==> src/rtl/divisor_top.sv <==
// Sequential restoring divider: one quotient bit per clock, start/busy/done handshake.
// Optional macro DIVISOR_SIGNED_EN selects two's-complement operands with a sign fix-up cycle.
module divisor_top #(
   parameter int WIDTH = 8
) (
   input  logic             clk_i,
   input  logic             rst_ni,
   input  logic             start_i,
   input  logic [WIDTH-1:0] data0_i,
   input  logic [WIDTH-1:0] data1_i,
   output logic             busy_o,
   output logic             done_o,
   output logic [WIDTH-1:0] result_o,
   output logic [WIDTH-1:0] remainder_o,
   output logic             div0_o
);

   localparam int CW = (WIDTH > 1) ? $clog2(WIDTH) : 1;

   localparam logic [1:0] ST_IDLE = 2'd0;
   localparam logic [1:0] ST_BUSY = 2'd1;
   localparam logic [1:0] ST_DONE = 2'd2;

   logic [1:0]       state_r;
   logic [CW-1:0]    cnt_r;
   logic [WIDTH-1:0] dvd_r;
   logic [WIDTH-1:0] dvs_r;
   logic [WIDTH-1:0] rem_r;
   logic             zero_r;

   logic [WIDTH:0]   shifted_s;
   logic [WIDTH-1:0] diff_s;
   logic             qbit_s;
   logic [WIDTH-1:0] rem_nxt_s;
   logic [WIDTH-1:0] quo_nxt_s;

`ifdef DIVISOR_SIGNED_EN
   logic fix_r;
   logic neg_q_r;
   logic neg_r_r;

   function automatic logic [WIDTH-1:0] mag(input logic [WIDTH-1:0] v);
      mag = v[WIDTH-1] ? (~v + WIDTH'(1)) : v;
   endfunction
`endif

   // The quotient shifts into dvd_r as the dividend bits shift out of it.
   // The subtraction is only kept when shifted >= divisor, so a WIDTH-bit difference is exact.
   assign shifted_s = {rem_r, dvd_r[WIDTH-1]};
   assign qbit_s    = (shifted_s >= {1'b0, dvs_r});
   assign diff_s    = shifted_s[WIDTH-1:0] - dvs_r;
   assign rem_nxt_s = qbit_s ? diff_s : shifted_s[WIDTH-1:0];
   assign quo_nxt_s = {dvd_r[WIDTH-2:0], qbit_s};

   // Control FSM, datapath iteration and registered result outputs
   always_ff @(posedge clk_i or negedge rst_ni) begin
      if (!rst_ni) begin
         state_r     <= ST_IDLE;
         cnt_r       <= '0;
         dvd_r       <= '0;
         dvs_r       <= '0;
         rem_r       <= '0;
         zero_r      <= 1'b0;
         busy_o      <= 1'b0;
         done_o      <= 1'b0;
         result_o    <= '0;
         remainder_o <= '0;
         div0_o      <= 1'b0;
`ifdef DIVISOR_SIGNED_EN
         fix_r       <= 1'b0;
         neg_q_r     <= 1'b0;
         neg_r_r     <= 1'b0;
`endif
      end else begin
         done_o <= 1'b0;
         case (state_r)
            ST_IDLE, ST_DONE: begin
               if (start_i) begin
                  rem_r   <= '0;
                  cnt_r   <= CW'(WIDTH - 1);
                  zero_r  <= (data1_i == '0);
                  busy_o  <= (data1_i != '0);
                  state_r <= ST_BUSY;
`ifdef DIVISOR_SIGNED_EN
                  // A zero divisor keeps the raw dividend so it can be returned as remainder.
                  dvd_r   <= (data1_i == '0) ? data0_i : mag(data0_i);
                  dvs_r   <= mag(data1_i);
                  neg_q_r <= data0_i[WIDTH-1] ^ data1_i[WIDTH-1];
                  neg_r_r <= data0_i[WIDTH-1];
                  fix_r   <= 1'b0;
`else
                  dvd_r   <= data0_i;
                  dvs_r   <= data1_i;
`endif
               end else begin
                  state_r <= ST_IDLE;
               end
            end
            ST_BUSY: begin
               if (zero_r) begin
                  result_o    <= '1;
                  remainder_o <= dvd_r;
                  div0_o      <= 1'b1;
                  done_o      <= 1'b1;
                  busy_o      <= 1'b0;
                  zero_r      <= 1'b0;
                  state_r     <= ST_DONE;
               end
`ifdef DIVISOR_SIGNED_EN
               else if (fix_r) begin
                  result_o    <= neg_q_r ? (~dvd_r + WIDTH'(1)) : dvd_r;
                  remainder_o <= neg_r_r ? (~rem_r + WIDTH'(1)) : rem_r;
                  div0_o      <= 1'b0;
                  done_o      <= 1'b1;
                  busy_o      <= 1'b0;
                  fix_r       <= 1'b0;
                  state_r     <= ST_DONE;
               end
`endif
               else begin
                  dvd_r <= quo_nxt_s;
                  rem_r <= rem_nxt_s;
                  cnt_r <= cnt_r - CW'(1);
                  if (cnt_r == '0) begin
`ifdef DIVISOR_SIGNED_EN
                     fix_r <= 1'b1;
`else
                     result_o    <= quo_nxt_s;
                     remainder_o <= rem_nxt_s;
                     div0_o      <= 1'b0;
                     done_o      <= 1'b1;
                     busy_o      <= 1'b0;
                     state_r     <= ST_DONE;
`endif
                  end
               end
            end
            default: begin
               busy_o  <= 1'b0;
               state_r <= ST_IDLE;
            end
         endcase
      end
   end

endmodule

==> config.mk <==
export PLATFORM = sky130hd
export DESIGN_NAME = divisor_top
export DESIGN_NICKNAME = d
export VERILOG_FILES = /design/src/rtl/divisor_top.sv
export SDC_FILE = /design/constraint.sdc
export NUM_CORES = 1
export LEC_CHECK = 0
export BUFFER_PORTS_ARGS = -buffer_cell sky130_fd_sc_hd__buf_4
export CAP_MARGIN = 10
export CORE_UTILIZATION = 30
export DETAILED_ROUTE_END_ITERATION = 16
export SYNTH_ARGS = -nofsm -noshare
export SYNTH_HDL_FRONTEND = slang
export SYNTH_SLANG_ARGS = --single-unit
==> constraint.sdc <==
create_clock -name clk_i -period 6.01 [get_ports clk_i]
set_input_delay 0.9015 -clock clk_i [delete_from_list [all_inputs] [get_ports clk_i]]
set_output_delay 0.9015 -clock clk_i [all_outputs]
set_load 0.05 [all_outputs]
==> results.yml <==
critical_path:
  critPathRequiredTime_ns: 6.17
  cp.arrival_ns: 2.58
  setup.worst_path.class: "reg -> reg"
  crit_buf_inv: 0
  worst-path-max-fanout: 10
  crit_family: "compound AO/OA/AOI/OAI gates"
  slowest_delay_ns: 0.56
  cp-end-kind: "flop"
  crit_slowest_cell: "o221ai_2"
  crit_chain: "ha_1 > nor2b_1 > a21bo_4 > nor2_4 > o221ai_2 > mux2i_1 > o21ai_0"
  cp-start-kind: "flop"
synth:
  synthesis.instances: 248
  ys_seq_elements: 49
  synth_area_leaders: "dfrtp_1, o21ai_0, nand2_1"
  syn_avg_cell_area_um2: 9.838
  synth_area_um2: 2440
  yosysWarnings: 0
  ys_types: 38
  yosysSeqAreaShare: 0.5026
  synth_top_cell_by_area: "dfrtp_1"
  synthFlopType: "dfrtp_1"
  netlist_top_cells_count: "dfrtp_1, nand2_1, o21ai_0"
  yosysTopAreaCellShare: 0.5026
  synth_edf_count: 0
  synthArstFlopShare: 1.000
  synth.most_common_cell: "dfrtp_1"
  syn_nets: 278
drt:
  drc: 0
  ant_nets: 0
  drt_iter0_markers: 81
  wl_per_cell_um: 13.46
  wl_mm: 5.140
  num_vias: 1869
  drtPass1Iterations: 4
  viasPerCell: 4.893
clock_network:
  cts.clk_slew.worst_paths_ns: 0.10
  clock_sinks: 49
  htreeDepth: 2
  cts-hold-fix-buffers: 0
  clkLatencyLatePin_ns: 0.31
  cts_buffers: 5
  cts_resized: 0
  clk_path_buf_depth: 2
  post-cts-setup-buffers: 0
  cts_root_buf: "clkbuf_8"
  cts_tree: "done"
run_status:
  status: "complete, no violations"
floorplanning:
  die_w_um: 92.18
  initial_core_util: 0.3125
  design.core.area_um2: 7807
  die_h_um: 92.18
  ios: 38
  rows: 32
  dieArea_um2: 8497
timing:
  finalSetupTns_ns: 0
  maxSlewHeadroom: 0.2696
  setup_viol: 0
  finalCritPeriodShare: 0.4022
  worst_pin_slew_ns: 1.093
  maxSlewViolCount: 0
  clock-skew-final_ns: 0.009489
  rsz0062_at_grt: "no"
  post-route-min-period_ns: 2.417
  max_freq_ghz: 0.4137
  finalHoldViolations: 0
final_layout:
  syn2layout_area_growth_pct: 17.69
  nets: 309
  final_layout_size_suffix_gt1_frac: 0.1964
  n_antenna_cell: 0
grt:
  antenna_found_initial: 0
  track_usage: 0.1334
  grt_pass1_wl_mm: 8.914
  overflow: 0
  grt_max_degree: 50
  grt_pass1_vias: 1803
min_path:
  min_path_type: "reg -> reg"
run:
  maxCapViolations: 0
place:
  hpwl_mm: 3.843
  io_buffers: 37
  gp_congestion: 0.8065
[metrics by stage]
step                      setup WS [ns]  instances  cell area (um2)  hold slack (ns)  utilization
after CTS                         3.582        382             2872           0.4893       0.3678
after floorplan                   4.038        248             2440           0.4396            -
after global routing              3.196        382             2872           0.5093       0.3678
after global placement            3.529        374             2778           0.4657       0.3558
final                             3.593        382             2872           0.4907       0.3678
after detailed placement          3.481        374             2778           0.4728       0.3558
[layer usage]
layer | part of all wire | vias up | global-route usage
li1 | - | 930 | -
met1 | 0.48 | 897 | 0.1816
met2 | 0.48 | 35 | 0.2158
met3 | 0.028 | 7 | 0.02488
met4 | 0.014 | 0 | 0.03776
met5 | 0 | - | 0
[cells in the final DEF, fill, tap and decap left out, types with 8 or more instances in the layout]
cell,synthesis,layout
a22oi_1,8,8
a31oi_1,9,9
buf_4,0,37
dfrtp_1,49,49
ha_1,10,10
inv_1,15,15
nand2_1,38,38
nor2_1,16,16
o21ai_0,30,30
[worst register-to-register path: cells and delay by family (launching register included)]
kind,cells,cell delay (ns)
DFF,1,0.45
and+or+nand+nor,2,0.26
muxes,1,0.37
AOI/OAI and AO/OA,3,0.89
adders and majority gates,1,0.31
[final cells by class]
| class | count | area [um2] |
|---|---|---|
| inverter | 16 | 60.06 |
| clock buffer | 5 | 68.82 |
| tap | 102 | 127.6 |
| fill | 799 | 4936 |
| timing repair buffer | 37 | 277.8 |
| sequential | 49 | 1226 |
| multi-input combinational | 170 | 1086 |
| clock inverter | 3 | 25.02 |
[flip-flops by register name, summed over array words and instances (netlist names)]
name         count
rem_r            8
dvd_r            8
busy_o           1
done_o           1
state_r          2
zero_r           1
cnt_r            3
result_o         8
dvs_r            8
div0_o           1
remainder_o      8
[worst paths after layout]
kind / startpoint / endpoint / slack, ns / depth (start not counted)
setup / recovery: rem_r[0]$_DFFE_PN0P_ / remainder_o[6]$_DFFE_PN0P_ / 3.59 / 7
hold / removal: cnt_r[0]$_DFFE_PN0P_ / cnt_r[0]$_DFFE_PN0P_ / 0.49 / 1
setup reg to reg: rem_r[0]$_DFFE_PN0P_ / remainder_o[6]$_DFFE_PN0P_ / 3.59 / 7
hold reg to reg: cnt_r[0]$_DFFE_PN0P_ / cnt_r[0]$_DFFE_PN0P_ / 0.49 / 1
max in group asynchronous: rst_ni / dvs_r[3]$_DFFE_PN0P_ / 5.01 / 1
min in group asynchronous: rst_ni / done_o$_DFF_PN0_ / 0.60 / 1
[logic make-up (layout without fill, tap and decap cells)]
| kind of cell | after synthesis | after routing | synth area share |
|---|---|---|---|
| compound gates | 76 | 76 | 0.2092 |
| xor+xnor | 5 | 5 | 0.01795 |
| fa+ha+maj | 11 | 11 | 0.05949 |
| buf+inv | 29 | 61 | 0.05230 |
| flops | 49 | 49 | 0.5026 |
| mux | 8 | 8 | 0.03487 |
| simple gates | 70 | 70 | 0.1236 |
Power is not shown: default switching activity piles up to over one toggle a cycle in this logic, so the estimate is an artifact.
